<file path="config.mk">
export PLATFORM = sky130hd
export DESIGN_NAME = ov_window_meter
export DESIGN_NICKNAME = d
export VERILOG_FILES = /design/src/rtl/ov_window_meter.sv
export SDC_FILE = /design/constraint.sdc
export NUM_CORES = 1
export LEC_CHECK = 0
export ABC_AREA = 1
export BUFFER_PORTS_ARGS = -buffer_cell sky130_fd_sc_hd__buf_2
export CAP_MARGIN = 10
export CORE_UTILIZATION = 40
export CTS_BUF_LIST = sky130_fd_sc_hd__clkbuf_8
export CTS_CLUSTER_SIZE = 25
export DETAILED_ROUTE_END_ITERATION = 10
export PLACE_DENSITY = 0.63
export SLEW_MARGIN = 20
export SYNTH_ARGS = -nofsm -noshare
export SYNTH_HDL_FRONTEND = slang
export SYNTH_SLANG_ARGS = --single-unit
</file>
<file path="constraint.sdc">
create_clock -name clk -period 1.5 [get_ports clk]
set_input_delay 0.3 -clock clk [delete_from_list [all_inputs] [get_ports clk]]
set_output_delay 0.3 -clock clk [all_outputs]
set_load 0.1 [all_outputs]
</file>
<file path="src/rtl/ov_window_meter.sv">
// ov_window_meter: counts ov pulses over back-to-back windows of WIN cycles and
// publishes each window's count on a valid/ready output register.
// Optional feature macro: OVW_OVERRUN_EN adds the sticky overrun flag and port.
module ov_window_meter #(
  parameter int unsigned W   = 8,
  parameter int unsigned WIN = 16
) (
  input  logic         clk,
  input  logic         rst,
  input  logic         ov,
  input  logic         en,
  input  logic         clr,
  output logic [W-1:0] out_data,
  output logic         out_valid,
  input  logic         out_ready
`ifdef OVW_OVERRUN_EN
  ,
  output logic         overrun
`endif
);

  localparam int unsigned WCW = (WIN > 1) ? $clog2(WIN) : 1;
  localparam logic [WCW-1:0] WLAST = WCW'(WIN - 1);
  localparam logic [W-1:0]   EMAX  = {W{1'b1}};

  typedef enum logic {IDLE, COUNT} state_t;

  state_t         state, state_n;
  logic [WCW-1:0] wcnt, wcnt_n;
  logic [W-1:0]   ecnt, ecnt_n;
  logic [W-1:0]   ecnt_inc;
  logic [W-1:0]   data_n;
  logic           valid_n;
  logic           win_end;
`ifdef OVW_OVERRUN_EN
  logic           ovr_n;
`endif

  // Next-state, window/event counting and output-register handshake
  always_comb begin
    state_n  = state;
    wcnt_n   = wcnt;
    ecnt_n   = ecnt;
    data_n   = out_data;
    valid_n  = out_valid;
`ifdef OVW_OVERRUN_EN
    ovr_n    = overrun;
`endif
    ecnt_inc = ecnt;
    if (ov && (ecnt != EMAX)) ecnt_inc = ecnt + W'(1);
    win_end  = (state == COUNT) && en && (wcnt == WLAST);

    case (state)
      IDLE: begin
        wcnt_n = '0;
        ecnt_n = '0;
        if (en) state_n = COUNT;
      end
      COUNT: begin
        if (!en) begin
          // partial window is discarded
          state_n = IDLE;
          wcnt_n  = '0;
          ecnt_n  = '0;
        end else if (win_end) begin
          wcnt_n = '0;
          ecnt_n = '0;
        end else begin
          wcnt_n = wcnt + WCW'(1);
          ecnt_n = ecnt_inc;
        end
      end
      default: state_n = IDLE;
    endcase

    // closing window's last ov is included; latest result wins over unread one
    if (win_end) begin
      data_n  = ecnt_inc;
      valid_n = 1'b1;
`ifdef OVW_OVERRUN_EN
      if (out_valid && !out_ready) ovr_n = 1'b1;
`endif
    end else if (out_valid && out_ready) begin
      valid_n = 1'b0;
    end

    if (clr) begin
      state_n = IDLE;
      wcnt_n  = '0;
      ecnt_n  = '0;
      data_n  = '0;
      valid_n = 1'b0;
`ifdef OVW_OVERRUN_EN
      ovr_n   = 1'b0;
`endif
    end
  end

  // State and output registers with synchronous reset
  always_ff @(posedge clk) begin
    if (rst) begin
      state     <= IDLE;
      wcnt      <= '0;
      ecnt      <= '0;
      out_data  <= '0;
      out_valid <= 1'b0;
`ifdef OVW_OVERRUN_EN
      overrun   <= 1'b0;
`endif
    end else begin
      state     <= state_n;
      wcnt      <= wcnt_n;
      ecnt      <= ecnt_n;
      out_data  <= data_n;
      out_valid <= valid_n;
`ifdef OVW_OVERRUN_EN
      overrun   <= ovr_n;
`endif
    end
  end

endmodule

</file>
# Word level (Yosys, flattened, before mapping)
# Index checks and enable logic that the tools add are counted.
# classes
n_addsub	2
eq_ne	2
mux	10
n_bitwise	1
reduce_logical	6
# op_table
cell	count
8-bit two-way mux	3
8-bit case mux with 2 select lines	1
8-bit by 1-bit adder with 8-bit output, second input constant	1
4-bit two-way mux	2
8-bit inequality test, second input constant	1
4-bit case mux with 2 select lines	1
4-bit by 1-bit adder with 4-bit output, second input constant	1
4-bit == test, second input constant	1
1-bit logical AND	4
1-bit two-way mux	3
2-bit nonzero test	1
2-bit OR reduction	1
1-bit inverter	1
# totals
register_bits	22
inputBits	6
output_inout_bits	9
word_cells	26

# Logic depth before layout (Yosys ltp)
# Gate-level depths: netlist (run 1).
# logic_depth
ltp_word	6
depth_mapped	9
mapped_depth_nobuf	9

# Least setup slack after synthesis (run 1)
# Ideal clock, no wire load.
# synth_path
kind	flip-flop to flip-flop
startpoint	register out_data[2] (netlist name)
endpoint	register out_data[2]
setup_time_ps	69
t_arrival_ps	1290
t_required_ps	1431
slack_ps	141
stages_incl_launch_ff	3
path_buffers	0
synth_period_minus_slack_ps	1359
cell_sequence	dfxtp_1 o21ai_0 a21oi_2
# synth_lines
item	line_no	rtl
to (signal assigned)	114	out_data <= data_n;
to (decl)	13	output logic [W-1:0] out_data,

# Worst setup path after layout (run 1)
# layout_path
startpoint	register out_data[1]
endpoint	output port out_data[1]
# No word-level cell between the ends.

==> run metrics, run 1 <==
capturing point of the worst reg2reg path out_data[0]$_SDFFE_PP0P_; critical-path cell list buf_2; Post-Place Cell Area 1090 um2; placed wire-length estimate after detailed placement 1.26 mm; result of the run finished clean; leading cell types in the layout, fill and taps excluded sky130_fd_sc_hd__nand2_1 (23), sky130_fd_sc_hd__dfxtp_1 (22), sky130_fd_sc_hd__nor2_1 (21); number of rows created at floorplan 17; Static Leakage slightly above 0.5 nW; Crit-path slowest cell sky130_fd_sc_hd__buf_2; CTS root buffer sky130_fd_sc_hd__clkbuf_8; Die Y 52.1 um; total CTS buffers 3; proportion of layout cells with a drive suffix above 1 27.4%; global-route congestion overflow total 0; PD cells 880 nW/um2; total of endpoints with negative setup slack in the final report 0; Post-DRT Antenna Nets 0; worst hold path startpoint en; number of nets produced by synthesis 136; RSZ-0062 raised after global routing no; internal reg-to-reg setup slack 0.18 ns; highest routing layer actually used met4; tightest slew margin relative to the limit 67.9%; Longest Clk Path Bufs 2; num ports 15; overall via count from detail_route 817; clock sink count 22; core region area 2280 um2; Total Die Area about 2700 um2; quantity of hold-fixing buffers added after cts 0; hold slack final just over 0.3 ns; met3 wirelength from detailed routing 70 um; clock-pin slew on the worst setup and hold paths approximately 0.08 ns; routed wire length per instance between 9 and 10 um; category of the most critical setup path register to primary output; area of all placed cells without fillers 1180 um2; # fillers between 200 and 250; data arrival time of the critical path slightly above 1 ns; FMAX 752 MHz; largest net degree at the start of global routing 18; total iterations of the first detailed-routing run 4; leading cell type in the layout, fill and taps excluded sky130_fd_sc_hd__nand2_1; initial detailed-routing violation count 12; distinct cell type count after synthesis 22; post-synthesis instance total about 130; first-pass GRT wire length 2.83 mm; Routed met2 length roughly 800 um; sort of element at the start of the critical path register; clock tree from TritonCTS yes; DRC Markers 0; count of synthesis-stage warnings from yosys 0; delay-heaviest family, CP buffers and inverters; final worst path period need 1.33 ns; Port-buffer cells 14; Area growth, synth to finish 17.5%; Slowest Stage Delay on Critical Path 0.43 ns; antenna violations before repair 0; final count of pins violating max slew 0; Yosys reg bits 22; Hold/Removal Path Class primary input to register; final estimated routing congestion in global placement between 0.7 and 0.8; antenna cells 0; Max Cap Viol 0; worst-margin pin slew 0.485 ns; Total Negative Setup Slacks 0 ns; post-layout util 51.7%; mean instance size in the synthesized netlist 7.83 um2; later-pin clock latency in the skew report 0.26 ns; Max Fanout on Critical Path 2; worst hold stages 3; number of H-tree branching levels 1; horizontal extent of the die 52.1 um; net count reported at finish roughly 160; global-route total usage across every layer 14.7%; worst hold endpoint state$_SDFF_PP0_; number of hold violations in the final report 0; met1 WL between 800 and 900 um; Layout Skew 0.00174 ns; ratio of final minimum period to clock period 88.6%; initial cell density of the core 44.0%; buffering stage count on the worst path with inverters included 1; sequential area share after synthesis 43.9%; via count of the first global-routing pass 672; data required time of the critical path about 1.2 ns; CP Capture Type primary output; Vias/cell 4.70; DRT Wirelength 1.74 mm; startpoint of the worst register-to-register path ecnt[0]$_SDFF_PP0_; length in cells of the worst reg-to-reg path 8; VDD IR max 0.712 mV; Design Power just over 1 mW; post-synth design cell area around 1000 um2
-- cell type report --
type                            count  area [um2]  area share, %
Tap cell                           28        35.0           2.98
Inverter                           14        52.6           4.46
Multi-Input combinational cell     89         489           41.6
Clock buffer                        4        55.1           4.68
Sequential cell                    22         440           37.4
Timing Repair Buffer               17         105           8.93
-- what timing repair did --
item	4_1_cts	5_1_grt
gates resized for setup	0	2
endpoints found under the setup margin	0	10
setup buffers	0	2
-- through the flow --
stage	worst slack, ns	cells
final	0.170	174
after floorplan	0.141	128
after global routing	0.0188	174
after global placement	0.127	168
after detailed placement	0.111	168
after CTS	0.0893	172
-- sequential cells by signal, summed over array words and instances, names as in the netlist --
name and flops:
state 1, ecnt 8, out_data 8, wcnt 4
out_valid 1
-- report_power, final --
| group | total (mW) | internal (mW) | switching (mW) |
|---|---|---|---|
| registers | 0.586 | 0.585 | 0.00109 |
| clock network | 0.425 | 0.234 | 0.191 |
| logic | 0.0251 | 0.0102 | 0.0149 |
| total | 1.04 | 0.829 | 0.207 |
-- cells in the mapped netlist (all sizes together) --
cell type	count	share of area [%]
nand2	28	12
buf	3	2.7
a21oi	9	6.0
nor2	26	12
nand3b	1	0.75
ha	2	2.5
nand3	13	8.0
inv	14	5.2
a21o	1	0.75
xnor2	1	0.87
nand4	1	0.62
o21ai	6	3.0
xor2	1	0.87
dfxtp	22	44
-- kinds of logic after synthesis --
family,share of synthesized area [%]
simple gates,34.1
xor+xnor,1.75
compound gates,9.74
flops,43.9
buf+inv,7.99
fa+ha+maj,2.50
-- worst max path at each step --
stage                                   startpoint                  endpoint  slack, ns  depth (start not counted)
after detailed placement        wcnt[0]$_SDFF_PP0_  out_data[7]$_SDFFE_PP0P_       0.11                          6
after global routing            ecnt[0]$_SDFF_PP0_  out_data[0]$_SDFFE_PP0P_       0.02                          9
after CTS                       wcnt[0]$_SDFF_PP0_  out_data[4]$_SDFFE_PP0P_       0.09                          5
after global placement          wcnt[0]$_SDFF_PP0_  out_data[7]$_SDFFE_PP0P_       0.13                          6
final                     out_data[1]$_SDFFE_PP0P_               out_data[1]       0.17                          1
after floorplan           out_data[2]$_SDFFE_PP0P_  out_data[2]$_SDFFE_PP0P_       0.14                          2
-- metal layers --
layer | track usage (%) | vias up
met5 | 0 | -
met1 | 17.8 | 361
met3 | 6.14 | 4
li1 | - | 441
met2 | 22.4 | 11
met4 | 6.76 | 0
(Power assumes the default switching activity.)
==> run 2, diff against run 1 <==
Settings changed: SETUP_SLACK_MARGIN from default to 0.5.
==> run 2 against run 1 <==
Net effect:
- wire length increased by 35%
- fmax rose by 6.2%
- critical endpoint is now out_data[3]$_SDFFE_PP0P_
- highest routed layer unchanged
- utilization is 16 points higher
- via count up 11%
- global-route usage is 3.9 points higher
- non-clock buffer count up 11
==> run metrics, run 2 (synthesis gave the netlist of run 1 again) <==
clock-pin slew on the worst setup and hold paths 0.08 ns; routed wire length per instance around 13 um; proportion of layout cells with a drive suffix above 1 just over 50%; first-pass GRT wire length about 3.7 mm; leading cell types in the layout, fill and taps excluded sky130_fd_sc_hd__nand2_1 (18), sky130_fd_sc_hd__nor2_1 (16), sky130_fd_sc_hd__dfxtp_2 (14); overall via count from detail_route 905; number of rows created at floorplan 17; data required time of the critical path 1.64 ns; VDD IR max 0.650 mV; number of hold violations in the final report 0; quantity of hold-fixing buffers added after cts 0; global-route congestion overflow total 0; PD cells 669 nW/um2; tightest slew margin relative to the limit approximately four fifths; antenna cells 0; number of H-tree branching levels 1; Total Negative Setup Slacks 0 ns; Port-buffer cells 14; global-route total usage across every layer 18.6%; largest net degree at the start of global routing 18; Layout Skew 0.00229 ns; hold slack final 0.310 ns; worst-margin pin slew 0.268 ns; leading cell type in the layout, fill and taps excluded sky130_fd_sc_hd__nand2_1; DRC Markers 0; CTS root buffer sky130_fd_sc_hd__clkbuf_8; antenna violations before repair 0; clock tree from TritonCTS yes; Post-DRT Antenna Nets 0; Longest Clk Path Bufs 2; DRT Wirelength 2.34 mm; # fillers 183; total iterations of the first detailed-routing run 4; final worst path period need 1.25 ns; num ports 15; Vias/cell 4.87; placed wire-length estimate after detailed placement 1.42 mm; net count reported at finish 167; Hold/Removal Path Class primary input to register; Area growth, synth to finish 54.3%; CP Capture Type register; via count of the first global-routing pass around 850; Die Y 52.1 um; Max Fanout on Critical Path 8; final estimated routing congestion in global placement ~0.79; RSZ-0062 raised after global routing yes; category of the most critical setup path register to register; Design Power 1.03 mW; initial cell density of the core 44.0%; Max Cap Viol 0; result of the run finished clean; largest registers in the final layout ecnt x8, out_data x8, wcnt x4; clock sink count 22; later-pin clock latency in the skew report 0.26 ns; ratio of final minimum period to clock period roughly 83%; horizontal extent of the die 52.1 um; total CTS buffers 3; final count of pins violating max slew 0; total of endpoints with negative setup slack in the final report 0; FMAX 799 MHz; initial detailed-routing violation count 15; core region area approximately 2300 um2; Static Leakage 0.619 nW; sort of element at the start of the critical path register; Total Die Area roughly 2700 um2; data arrival time of the critical path 1.40 ns
[run 2: cell types whose count changed in the layout (fill, tap and decap cells not counted), moves of 3 or more]
cell / change
sky130_fd_sc_hd__buf_4: +8
sky130_fd_sc_hd__nor2_2: +3
sky130_fd_sc_hd__nand2_1: -5
sky130_fd_sc_hd__nand2_2: +6
sky130_fd_sc_hd__dfxtp_1: -16
sky130_fd_sc_hd__buf_12: +9
sky130_fd_sc_hd__buf_2: -9
sky130_fd_sc_hd__dfxtp_2: +14
sky130_fd_sc_hd__nor2_1: -5
[run 2: through the flow]
step / utilization, % / cells / instance area, um2 / setup slack [ns]
after floorplan: - / 128 / 1060 / 0.304
after CTS: 62.1 / 178 / 1410 / 0.302
after global placement: 49.9 / 167 / 1140 / 0.183
after global routing: 67.9 / 186 / 1550 / 0.189
after detailed placement: 49.9 / 167 / 1140 / 0.179
final: 67.9 / 186 / 1550 / 0.248
[run 2: layout make-up]
| type | count | area, um2 | area share (%) |
|---|---|---|---|
| inverter | 14 | 52.6 | 3.40 |
| tap | 28 | 35.0 | 2.27 |
| timing repair buffer | 28 | 362 | 23.4 |
| clock buffer | 4 | 55.1 | 3.56 |
| multi-input combinational | 90 | 577 | 37.3 |
| sequential | 22 | 465 | 30.1 |
[run 2: worst paths after layout]
path,startpoint,endpoint,slack [ns],cells past startpoint
setup / recovery,wcnt[1]$_SDFF_PP0_,out_data[3]$_SDFFE_PP0P_,0.25,6
hold / removal,rst,out_data[2]$_SDFFE_PP0P_,0.31,4
setup reg to reg,wcnt[1]$_SDFF_PP0_,out_data[3]$_SDFFE_PP0P_,0.25,6
hold reg to reg,wcnt[0]$_SDFF_PP0_,wcnt[0]$_SDFF_PP0_,0.52,2
[run 2: power breakdown]
group | switching [mW] | total (mW) | internal (mW)
combinational | 0.0180 | 0.0281 | 0.0102
clock | 0.190 | 0.423 | 0.234
sequential | 0.00150 | 0.582 | 0.581
[run 2: timing repair]
item                       4_1_cts  5_1_grt
setup endpoints to repair       30       30
setup buffers                    6        6
resized for setup               44       13
gates cloned                     1        2
pin swaps                        7        4
[run 2: metal layers]
metal  share of wire, %  global-route usage, %
met1                 44                   22.9
met5                  0                      0
met2                 52                   31.8
met3                3.6                   4.39
met4               0.38                   5.41
[run 2: critical path, cell delays in order, from the launching register on]
cell and delay, ns:
sky130_fd_sc_hd__dfxtp_2 0.36, sky130_fd_sc_hd__ha_4 0.15, sky130_fd_sc_hd__nand3_4 0.08, sky130_fd_sc_hd__nor2_4 0.20, sky130_fd_sc_hd__clkbuf_16 0.19, sky130_fd_sc_hd__buf_4 0.10, sky130_fd_sc_hd__a21oi_2 0.05
